$ cat src/rtl/exe_div_sequencer_pkg.sv
// ----------------------------------------------------------------------------
// exe_div_sequencer_pkg
//   Shared execute-stage definitions. This file holds the exe_fun encodings
//   used by EX, including the RV32M divide/remainder codes, plus small
//   decode helpers for the divide sequencer.
//   No ports (package). Related build option: DIV_RESULT_CACHE_EN (used by
//   exe_div_sequencer).
// ----------------------------------------------------------------------------
package exe_div_sequencer_pkg;

    localparam int EXE_FUN_W = 5;

    // Existing single-cycle ALU operations
    localparam logic [EXE_FUN_W-1:0] ALU_X    = 5'd0;
    localparam logic [EXE_FUN_W-1:0] ALU_ADD  = 5'd1;
    localparam logic [EXE_FUN_W-1:0] ALU_SUB  = 5'd2;
    localparam logic [EXE_FUN_W-1:0] ALU_AND  = 5'd3;
    localparam logic [EXE_FUN_W-1:0] ALU_OR   = 5'd4;
    localparam logic [EXE_FUN_W-1:0] ALU_XOR  = 5'd5;
    localparam logic [EXE_FUN_W-1:0] ALU_SLL  = 5'd6;
    localparam logic [EXE_FUN_W-1:0] ALU_SRL  = 5'd7;
    localparam logic [EXE_FUN_W-1:0] ALU_SRA  = 5'd8;
    localparam logic [EXE_FUN_W-1:0] ALU_SLT  = 5'd9;
    localparam logic [EXE_FUN_W-1:0] ALU_SLTU = 5'd10;

    // Multi-cycle RV32M divide operations
    localparam logic [EXE_FUN_W-1:0] ALU_DIV  = 5'd19;
    localparam logic [EXE_FUN_W-1:0] ALU_DIVU = 5'd20;
    localparam logic [EXE_FUN_W-1:0] ALU_REM  = 5'd21;
    localparam logic [EXE_FUN_W-1:0] ALU_REMU = 5'd22;

    function automatic logic is_div_fun(input logic [EXE_FUN_W-1:0] fun);
        return (fun == ALU_DIV) || (fun == ALU_DIVU) ||
               (fun == ALU_REM) || (fun == ALU_REMU);
    endfunction

    function automatic logic is_signed_div_fun(input logic [EXE_FUN_W-1:0] fun);
        return (fun == ALU_DIV) || (fun == ALU_REM);
    endfunction

    function automatic logic is_rem_fun(input logic [EXE_FUN_W-1:0] fun);
        return (fun == ALU_REM) || (fun == ALU_REMU);
    endfunction

endpackage

$ cat src/rtl/exe_div_sequencer_core.sv
// ----------------------------------------------------------------------------
// div_core_serial
//   Unsigned restoring divider, one quotient bit per step. After XLEN steps
//   following a load, quotient/remainder hold dividend/divisor results.
//   Ports:
//     clk, rst             clock, async active-high reset
//     load                 capture dividend/divisor, clear partial remainder
//     step                 perform one shift-subtract iteration
//     dividend, divisor    unsigned operands (sampled on load)
//     quotient, remainder  results; while step is high they show the value
//                          after the current step, so the caller can latch
//                          the final result on the edge of the last step
// ----------------------------------------------------------------------------
module div_core_serial #(
    parameter int XLEN = 32
) (
    input  logic            clk,
    input  logic            rst,
    input  logic            load,
    input  logic            step,
    input  logic [XLEN-1:0] dividend,
    input  logic [XLEN-1:0] divisor,
    output logic [XLEN-1:0] quotient,
    output logic [XLEN-1:0] remainder
);

    logic [XLEN-1:0] quo_q;
    logic [XLEN-1:0] rem_q;
    logic [XLEN-1:0] div_q;

    logic [XLEN:0]   partial;
    logic [XLEN:0]   diff;
    logic [XLEN-1:0] quo_nx;
    logic [XLEN-1:0] rem_nx;

    // The partial remainder is one bit wider than the operands so the
    // subtract borrow lands in the top bit. The dividend shifts out of the
    // quotient register MSB-first while quotient bits shift in at the LSB.
    always_comb begin
        partial = {rem_q, quo_q[XLEN-1]};
        diff    = partial - {1'b0, div_q};
        if (diff[XLEN]) begin
            rem_nx = partial[XLEN-1:0];
            quo_nx = {quo_q[XLEN-2:0], 1'b0};
        end else begin
            rem_nx = diff[XLEN-1:0];
            quo_nx = {quo_q[XLEN-2:0], 1'b1};
        end
    end

    always_ff @(posedge clk or posedge rst) begin
        if (rst) begin
            quo_q <= '0;
            rem_q <= '0;
            div_q <= '0;
        end else if (load) begin
            quo_q <= dividend;
            rem_q <= '0;
            div_q <= divisor;
        end else if (step) begin
            quo_q <= quo_nx;
            rem_q <= rem_nx;
        end
    end

    assign quotient  = step ? quo_nx : quo_q;
    assign remainder = step ? rem_nx : rem_q;

endmodule

$ cat src/rtl/exe_div_sequencer.sv
// ----------------------------------------------------------------------------
// exe_div_sequencer
//   Multi-cycle sequencer for RV32M DIV/DIVU/REM/REMU in the execute stage.
//   Stalls EX while the serial divider runs and returns one registered result.
//   Division by zero and signed overflow are resolved in one cycle.
//   Build option: DIV_RESULT_CACHE_EN keeps the last completed operand pair
//   with both quotient and remainder so a matching follow-up op (e.g. REM
//   after DIV) completes in one cycle.
//   Ports:
//     clk, rst      clock, async active-high reset
//     flush         kill from WB; aborts any op in flight
//     req_valid     EX presents an op this cycle
//     req_fun       exe_fun code; only divide codes are accepted
//     req_op1/2     dividend / divisor
//     stall_flg     hold EX (combinational)
//     res_valid     one-cycle result pulse
//     res_data      quotient or remainder, held until the next result
// ----------------------------------------------------------------------------
module exe_div_sequencer
    import exe_div_sequencer_pkg::*;
#(
    parameter int XLEN = 32
) (
    input  logic                 clk,
    input  logic                 rst,
    input  logic                 flush,
    input  logic                 req_valid,
    input  logic [EXE_FUN_W-1:0] req_fun,
    input  logic [XLEN-1:0]      req_op1,
    input  logic [XLEN-1:0]      req_op2,
    output logic                 stall_flg,
    output logic                 res_valid,
    output logic [XLEN-1:0]      res_data
);

    localparam int CW = $clog2(XLEN) + 1;
    localparam logic [XLEN-1:0] MIN_NEG = {1'b1, {(XLEN-1){1'b0}}};

    typedef enum logic [1:0] {
        IDLE,
        BUSY,
        DONE
    } state_e;

    state_e          state;
    logic [CW-1:0]   counter;
    logic            fun_rem_q;
    logic            neg_quo_q;
    logic            neg_rem_q;

    logic            is_div;
    logic            is_signed_req;
    logic            is_rem_req;
    logic            accept;
    logic            div_by_zero;
    logic            overflow;
    logic            cache_hit;
    logic            special;
    logic            finishing;
    logic            core_load;
    logic            core_step;
    logic [XLEN-1:0] abs_op1;
    logic [XLEN-1:0] abs_op2;
    logic [XLEN-1:0] cache_data;
    logic [XLEN-1:0] special_data;
    logic [XLEN-1:0] core_quo;
    logic [XLEN-1:0] core_rem;
    logic [XLEN-1:0] fixed_quo;
    logic [XLEN-1:0] fixed_rem;

    // Request decode and the one-cycle special cases. Special cases take
    // precedence over a cache hit; the cache only ever holds ordinary results.
    always_comb begin
        is_div        = is_div_fun(req_fun);
        is_signed_req = is_signed_div_fun(req_fun);
        is_rem_req    = is_rem_fun(req_fun);
        accept        = req_valid & is_div & ~flush & (state != BUSY);
        div_by_zero   = (req_op2 == '0);
        overflow      = is_signed_req & (req_op1 == MIN_NEG) & (req_op2 == '1);
        special       = div_by_zero | overflow | cache_hit;
        abs_op1       = (is_signed_req & req_op1[XLEN-1]) ? -req_op1 : req_op1;
        abs_op2       = (is_signed_req & req_op2[XLEN-1]) ? -req_op2 : req_op2;

        if (div_by_zero) begin
            special_data = is_rem_req ? req_op1 : '1;
        end else if (overflow) begin
            special_data = is_rem_req ? '0 : MIN_NEG;
        end else begin
            special_data = cache_data;
        end
    end

    // Flush drops the stall in the same cycle so EX can be killed cleanly.
    always_comb begin
        stall_flg = ~flush & ((state == BUSY) | (req_valid & is_div));
        core_load = accept & ~special;
        core_step = (state == BUSY);
        finishing = (state == BUSY) & ~flush & (counter == CW'(1));
        fixed_quo = neg_quo_q ? -core_quo : core_quo;
        fixed_rem = neg_rem_q ? -core_rem : core_rem;
    end

    div_core_serial #(
        .XLEN      (XLEN)
    ) u_core (
        .clk       (clk),
        .rst       (rst),
        .load      (core_load),
        .step      (core_step),
        .dividend  (abs_op1),
        .divisor   (abs_op2),
        .quotient  (core_quo),
        .remainder (core_rem)
    );

`ifdef DIV_RESULT_CACHE_EN
    logic            cache_valid;
    logic            cache_signed;
    logic [XLEN-1:0] cache_op1;
    logic [XLEN-1:0] cache_op2;
    logic [XLEN-1:0] cache_quo;
    logic [XLEN-1:0] cache_rem;
    logic            key_signed_q;
    logic [XLEN-1:0] key_op1_q;
    logic [XLEN-1:0] key_op2_q;

    // DIV and REM share a key (both signed), as do DIVU and REMU.
    always_comb begin
        cache_hit  = cache_valid & (cache_op1 == req_op1) &
                     (cache_op2 == req_op2) & (cache_signed == is_signed_req);
        cache_data = is_rem_req ? cache_rem : cache_quo;
    end

    // The key is captured at load but the entry is only written when the op
    // actually completes, so a flushed op leaves the previous entry intact.
    always_ff @(posedge clk or posedge rst) begin
        if (rst) begin
            cache_valid  <= 1'b0;
            cache_signed <= 1'b0;
            cache_op1    <= '0;
            cache_op2    <= '0;
            cache_quo    <= '0;
            cache_rem    <= '0;
            key_signed_q <= 1'b0;
            key_op1_q    <= '0;
            key_op2_q    <= '0;
        end else begin
            if (core_load) begin
                key_signed_q <= is_signed_req;
                key_op1_q    <= req_op1;
                key_op2_q    <= req_op2;
            end
            if (finishing) begin
                cache_valid  <= 1'b1;
                cache_signed <= key_signed_q;
                cache_op1    <= key_op1_q;
                cache_op2    <= key_op2_q;
                cache_quo    <= fixed_quo;
                cache_rem    <= fixed_rem;
            end
        end
    end
`else
    always_comb begin
        cache_hit  = 1'b0;
        cache_data = '0;
    end
`endif

    // Control FSM. res_valid is registered and asserted for the single cycle
    // spent in DONE; res_data is only rewritten when a new result arrives.
    always_ff @(posedge clk or posedge rst) begin
        if (rst) begin
            state     <= IDLE;
            counter   <= '0;
            fun_rem_q <= 1'b0;
            neg_quo_q <= 1'b0;
            neg_rem_q <= 1'b0;
            res_valid <= 1'b0;
            res_data  <= '0;
        end else begin
            res_valid <= 1'b0;
            unique case (state)
                BUSY: begin
                    if (flush) begin
                        state   <= IDLE;
                        counter <= '0;
                    end else if (counter == CW'(1)) begin
                        state     <= DONE;
                        counter   <= '0;
                        res_valid <= 1'b1;
                        res_data  <= fun_rem_q ? fixed_rem : fixed_quo;
                    end else begin
                        counter <= counter - CW'(1);
                    end
                end
                default: begin
                    if (accept && special) begin
                        state     <= DONE;
                        res_valid <= 1'b1;
                        res_data  <= special_data;
                    end else if (accept) begin
                        state     <= BUSY;
                        counter   <= CW'(XLEN);
                        fun_rem_q <= is_rem_req;
                        neg_quo_q <= is_signed_req & (req_op1[XLEN-1] ^ req_op2[XLEN-1]);
                        neg_rem_q <= is_signed_req & req_op1[XLEN-1];
                    end else begin
                        state <= IDLE;
                    end
                end
            endcase
        end
    end

endmodule

$ cat config.mk
export PLATFORM = sky130hd
export DESIGN_NAME = exe_div_sequencer
export DESIGN_NICKNAME = d
export VERILOG_FILES = /design/src/rtl/exe_div_sequencer_pkg.sv /design/src/rtl/exe_div_sequencer_core.sv /design/src/rtl/exe_div_sequencer.sv
export SDC_FILE = /design/constraint.sdc
export NUM_CORES = 1
export LEC_CHECK = 0
export ABC_AREA = 1
export BUFFER_PORTS_ARGS = -buffer_cell sky130_fd_sc_hd__buf_2
export CELL_PAD_IN_SITES_DETAIL_PLACEMENT = 2
export CELL_PAD_IN_SITES_GLOBAL_PLACEMENT = 2
export CORE_MARGIN = 4
export CORE_UTILIZATION = 36
export CTS_BUF_LIST = sky130_fd_sc_hd__clkbuf_8
export DETAILED_ROUTE_END_ITERATION = 10
export PLACE_DENSITY = 0.95
export SLEW_MARGIN = 10
export SYNTH_ARGS = -nofsm -noshare
export SYNTH_HDL_FRONTEND = slang
export SYNTH_SLANG_ARGS = --single-unit
$ cat constraint.sdc
create_clock -name clk -period 12.5 [get_ports clk]
set_input_delay 1.25 -clock clk [delete_from_list [all_inputs] [get_ports clk]]
set_output_delay 1.25 -clock clk [all_outputs]
set_load 0.01 [all_outputs]
=== Yosys cells after proc, flatten, opt, wreduce, memory -nomap -nowiden ===
Cells that the tools add are included.

* Register bits after elaboration: 140

* Add/subtract/negate cells: 6
* Equality and inequality tests: 13
* Muxes and demuxes: 33
* Bitwise logic cells: 17
* Reduce and logical (&&, ||, !) cells: 12

{| class="wikitable"
|+ Operator list
! cell !! number
|-
| $mux W32 || 18
|-
| $neg A32 Y32 || 4
|-
| $eq A32 B32 Y1 const B || 2
|-
| $sub A33 B32 Y33 || 1
|-
| $logic_not A32 Y1 || 1
|-
| $mux W6 || 5
|-
| $eq A5 B5 Y1 const B || 4
|-
| $and A1 B1 Y1 || 10
|-
| $mux W2 || 4
|-
| $eq A6 B1 Y1 const B || 1
|-
| $mux W1 || 6
|-
| $reduce_and A3 Y1 || 2
|-
| $sub A6 B1 Y6 const B || 1
|-
| $logic_or A1 B1 Y1 || 5
|-
| $ne A2 B1 Y1 const B || 2
|-
| $ne A2 B2 Y1 const B || 2
|-
| $not A1 Y1 || 4
|-
| $reduce_bool A2 Y1 || 2
|-
| $ne A3 B2 Y1 const B || 1
|-
| $eq A2 B1 Y1 const B || 1
|-
| $or A1 B1 Y1 || 2
|-
| $reduce_and A2 Y1 || 1
|-
| $logic_and A1 B1 Y1 || 1
|-
| $xor A1 B1 Y1 || 1
|}

=== Logic depth before layout (Yosys ltp) ===
* Depth in word-level cells: 10
* Depth in mapped cells: 33
* Mapped depth without buffers: 33

=== Cells and area by module ===
From an unflattened synthesis, not the netlist that was laid out.

* Cells, all modules: 2427
* Area, all modules: 14076.0 um^2

{| class="wikitable"
|+ Modules (own cells, without submodules)
! module !! times used !! cells each !! area an instance (um^2)
|-
| div_core_serial || 1 || 1209 || 7484.7
|-
| exe_div_sequencer || 1 || 1218 || 6591.3
|}

=== Worst setup path before layout ===
Ideal clock, no wire load.

* Path type: flip-flop to flip-flop
* From: reg u_core.quo_q[31]
* To: reg res_data[28]
* Library setup time: 120 ps
* Data arrival time: 3721 ps
* Required time: 12380 ps
* Path slack: 8659 ps
* Stages on the path, launching flop included: 33
* Buffers on the path: 0
* Cell sequence: dfrtp_1 inv_1 ha_1 inv_1 fa_1 nand2_1 nand2_1 nand3_1 nand2_2 nand2_2 nand2_2 nand2_4 nand3_2 nand3_2 o21a_1 ha_1 inv_1 nor3_1 nand2_1 nor2_1 nand4_1 nor2_1 nand4_1 nor2_1 nand4_1 nand2_1 nand2_1 nor2_1 nor2_1 nand2_1 nand2_1 nand2_1 a21oi_1

* Cells in the longest elaborated chain, start to end: 9
* Elaborated cells between the ends (all ways): 13
* Classes of those cells: add/sub: 3; mux: 10

{| class="wikitable"
|+ RTL lines
! element !! line !! source
|-
| start: declaration || exe_div_sequencer_core.sv:27 || <nowiki>logic [XLEN-1:0] quo_q;</nowiki>
|-
| start signal: assignment || exe_div_sequencer_core.sv:57 || <nowiki>quo_q <= dividend;</nowiki>
|-
| start signal: assignment || exe_div_sequencer_core.sv:61 || <nowiki>quo_q <= quo_nx;</nowiki>
|-
| $sub A33 B32 Y33 || exe_div_sequencer_core.sv:41 || <nowiki>diff = partial - {1'b0, div_q};</nowiki>
|-
| $mux W1 / $mux W32 (equally long branches) || exe_div_sequencer_core.sv:42 || <nowiki>if (diff[XLEN]) begin</nowiki>
|-
| $mux W32 || -- ||
|-
| $neg A32 Y32 (on tied branches) || exe_div_sequencer.sv:99, exe_div_sequencer.sv:100 ||
|-
| $mux W32 (on tied branches) || exe_div_sequencer.sv:99, exe_div_sequencer.sv:100 ||
|-
| $mux W32 (*) || exe_div_sequencer.sv:192 || <nowiki>res_data <= fun_rem_q ? fixed_rem : fixed_quo;</nowiki>
|-
| $mux W32 (*) || exe_div_sequencer.sv:188 || <nowiki>end else if (counter == CW'(1)) begin</nowiki>
|-
| $mux W32 (*) || exe_div_sequencer.sv:185 || <nowiki>if (flush) begin</nowiki>
|-
| $mux W32 (*) || exe_div_sequencer.sv:183 || <nowiki>unique case (state)</nowiki>
|-
| end signal: assignment || exe_div_sequencer.sv:192 ||
|-
| end signal: assignment || exe_div_sequencer.sv:201 || <nowiki>res_data <= special_data;</nowiki>
|-
| end: declaration || exe_div_sequencer.sv:33 || <nowiki>output logic [XLEN-1:0] res_data</nowiki>
|}

Every way passes the cells marked *; elsewhere a longest branch is shown, timed or not. The select of a mux whose other input is x is not followed.
A chain may end at the register's enable or synchronous reset.

=== Worst setup path in the final report ===
* From: reg u_core.div_q[11]
* To: reg res_data[30]

* Cells in the longest elaborated chain, start to end: 9
* Elaborated cells between the ends (all ways): 13
* Classes of those cells: add/sub: 3; mux: 10

{| class="wikitable"
|+ RTL lines
! element !! line !! source
|-
| start: declaration || exe_div_sequencer_core.sv:29 || <nowiki>logic [XLEN-1:0] div_q;</nowiki>
|-
| start signal: assignment || exe_div_sequencer_core.sv:59 || <nowiki>div_q <= divisor;</nowiki>
|-
| $sub A33 B32 Y33 (*) || exe_div_sequencer_core.sv:41 ||
|-
| $mux W1 / $mux W32 (equally long branches) || exe_div_sequencer_core.sv:42 ||
|-
| $mux W32 || -- ||
|-
| $neg A32 Y32 (on tied branches) || exe_div_sequencer.sv:99, exe_div_sequencer.sv:100 ||
|-
| $mux W32 (on tied branches) || exe_div_sequencer.sv:99, exe_div_sequencer.sv:100 ||
|-
| $mux W32 (*) || exe_div_sequencer.sv:192 ||
|-
| $mux W32 (*) || exe_div_sequencer.sv:188 ||
|-
| $mux W32 (*) || exe_div_sequencer.sv:185 ||
|-
| $mux W32 (*) || exe_div_sequencer.sv:183 ||
|}

Marked as above.

==> results.toml <==
[outcome]
status = "finished, final reports clean"

[synth]
ys_top_cells_by_area = "dfrtp_1 (26%), nand2_1 (18%), inv_1 (9.3%)"
synthTopCellsByCount = "nand2_1 (640), inv_1 (328), nor2_1 (293), o21ai_0 (159), nand3_1 (153)"
yosysWarnings = 0
synth_nets = 2324
synth_area_leader_cell = "dfrtp_1"
syn-cell-area_sq_um = 13300
synth_top_area_share = 0.264
async_reset_ff_frac = 1.00
ys_seq_elements = 140
synth_ff_type = "dfrtp_1"
ys_seq_area_frac = 0.264
synth_most_common_cell = "nand2_1"
synthCells = 2211
syn_avg_cell_area_sq_um = 6.01
ys_types = 54
synth-edff-count = 0

[clocking]
hold_buffers = 0
cts_setup_buffers = 0
clk_transition_reported_paths_ns = 0.11
htreeDepth = 4
cts_max_path_buffers = 2
cts_buffers = 17
cts_tree = "yes"
root_buffer = "clkbuf_8"
clkLatencyLatePin_ns = 0.54
clock_sinks = 140
cts_resized = 0

[sta]
finalHoldViolCount = 0
report.final.slew_viol_count = 0
period_share = 0.459
tightest_slew_ns = 1.10
fmaxAchievable_mhz = 174
slew-limit-headroom = 0.268
min_period_ns = 5.73
skew_ns = 0.0266
tns_ns = 0
finalSetupViolCount = 0
hold_ws_ns = 0.543
rsz0062_at_grt = "no"

[die]
dieWidth_microns = 200
initial_core_util = 0.364
die_y_microns = 200
ios = 107
core.rowCount = 70
core_sq_um = 36500
die_area_sq_um = 40000

[worst_setup_path]
start_kind = "register"
cp_slowest_cell = "dfrtp_1"
crit_type = "reg -> reg"
crit_path_max_incr_delay_ns = 0.40
cp-end-kind = "register"
cpMostUsedCell = "nand2_1"
arrival_ns = 6.21
cp_data_required_time_ns = 12.98
worstPathMaxFanout = 13

[global_routing]
antenna_found_initial = 3
grt_pass1_vias = 18572
grt_max_degree = 87
grt_pass1_wl_microns = 115000
grt_overflow = 0
grt_usage = 0.366

[routing]
route.detailed.drc = 0
vias_per_cell = 5.93
drt_iter0_drc = 1387
ant_nets = 0
vias = 16367
routed_wl_microns = 74900
first_pass_iters = 5
routedWlPerCell_microns = 27.2

[layout]
final-instance-count-excl-fill = 2759
area_growth_syn_to_layout_pct = 10.1
layout-drive-gt1-share = 0.109
insertedDiodeCount = 0
nNetsFinal = 2391
fill_cells = 4506

[power]
irDropWorstVdd_mv = 0.0842
power_mw = 3.89
powerDensity_nw_per_um2 = 266
p_leak_nw = 7.52

[place]
hpwl_microns = 51800
gp_congestion = 0.973
place_inst = 2727
portBuffers = 106

[worst_hold_path]
hp-class = "reg -> reg"

[flow_run]
max-cap-violations = 0
-- cells in the final DEF (no fill, tap or decap), types with 3 or more instances in the layout --
cell type	count
a31oi_1	10
a21oi_2	7
inv_6	3
nand4_1	27
bufinv_16	4
nor3b_1	3
buf_4	15
nand3b_1	13
o211ai_1	14
ha_1	39
nor2_1	293
nand2_4	6
o22ai_1	3
nor2_2	16
and2_1	3
clkbuf_8	17
buf_2	106
o21bai_1	6
xor2_1	37
o21ai_0	159
o21ai_1	18
inv_1	330
nor4_1	3
nor3_1	32
clkinv_4	3
o31ai_1	10
nor2_4	4
nand3_2	7
a21oi_1	58
inv_2	13
nand3_1	153
xnor2_1	36
or2_2	5
nand2_1	639
nand2_2	33
dfrtp_1	140
-- metal layers --
metal,GRT usage,up-vias,share of wire
li1,-,7062,-
met1,0.435,8365,0.40
met2,0.630,692,0.48
met3,0.0746,244,0.060
met4,0.185,4,0.057
met5,0,-,0.0012
-- registers in the layout, indices dropped and copies added (netlist names) --
signal	count
fun_rem_q	1
u_core.rem_q	32
u_core.div_q	32
state	2
neg_rem_q	1
neg_quo_q	1
res_valid	1
u_core.quo_q	32
res_data	32
counter	6
-- worst paths after layout --
| kind | start | to | slack [ns] | depth (start not counted) |
|---|---|---|---|---|
| setup / recovery | u_core.div_q[11] | res_data[30] | 6.77 | 29 |
| hold / removal | res_data[11] | res_data[11] | 0.54 | 2 |
| setup reg to reg | u_core.div_q[11] | res_data[30] | 6.77 | 29 |
| hold reg to reg | res_data[11] | res_data[11] | 0.54 | 2 |
| max in group asynchronous | rst | res_data[11] | 10.10 | 3 |
| min in group asynchronous | rst | counter[2] | 0.87 | 2 |
-- metrics by stage --
step                      instance area, sq um   util  setup slack [ns]
after CTS                                14600  0.400              6.92
final                                    14600  0.400              6.77
after floorplan                          13300      -              7.50
after global placement                   14200  0.389              7.66
after detailed placement                 14200  0.389              7.26
after global routing                     14600  0.400              6.45
-- power breakdown --
group	internal, mW	total (mW)	switching, mW	leakage, nW
sequential	0.599	0.768	0.169	1.75
combinational	0.715	2.67	1.95	5.55
clock	0.218	0.454	0.236	0.226
-- critical path, delay by kind of cell, from the launching register on --
family          cells  cell delay (ns)
simple gates       21             3.61
compound gates      3             0.77
buf+inv             3             0.34
fa+ha+maj           2             0.56
flops               1             0.40
-- area by class of cell --
cell class | instances | area (sq um) | share of cell area
clock inverters | 15 | 199 | 0.0136
clock buffers | 17 | 234 | 0.0160
well taps | 468 | 586 | 0.0400
flip-flops and latches | 140 | 3500 | 0.240
repair buffers | 121 | 643 | 0.0440
multi-input cells | 1655 | 8170 | 0.558
inverters | 343 | 1290 | 0.0884
-- logic make-up (layout without fill, tap and decap cells) --
kind of cell / Yosys count / in the layout / share of synthesized area
AO/OA/AOI/OAI: 295 / 295 / 0.123
XOR/XNOR: 73 / 73 / 0.0481
adder cells (fa/ha/maj): 40 / 40 / 0.0382
buffers and inverters: 416 / 496 / 0.123
flip-flops: 140 / 140 / 0.264
AND/OR/NAND/NOR: 1247 / 1247 / 0.404
No activity file was read; power rests on OpenSTA's default activity.
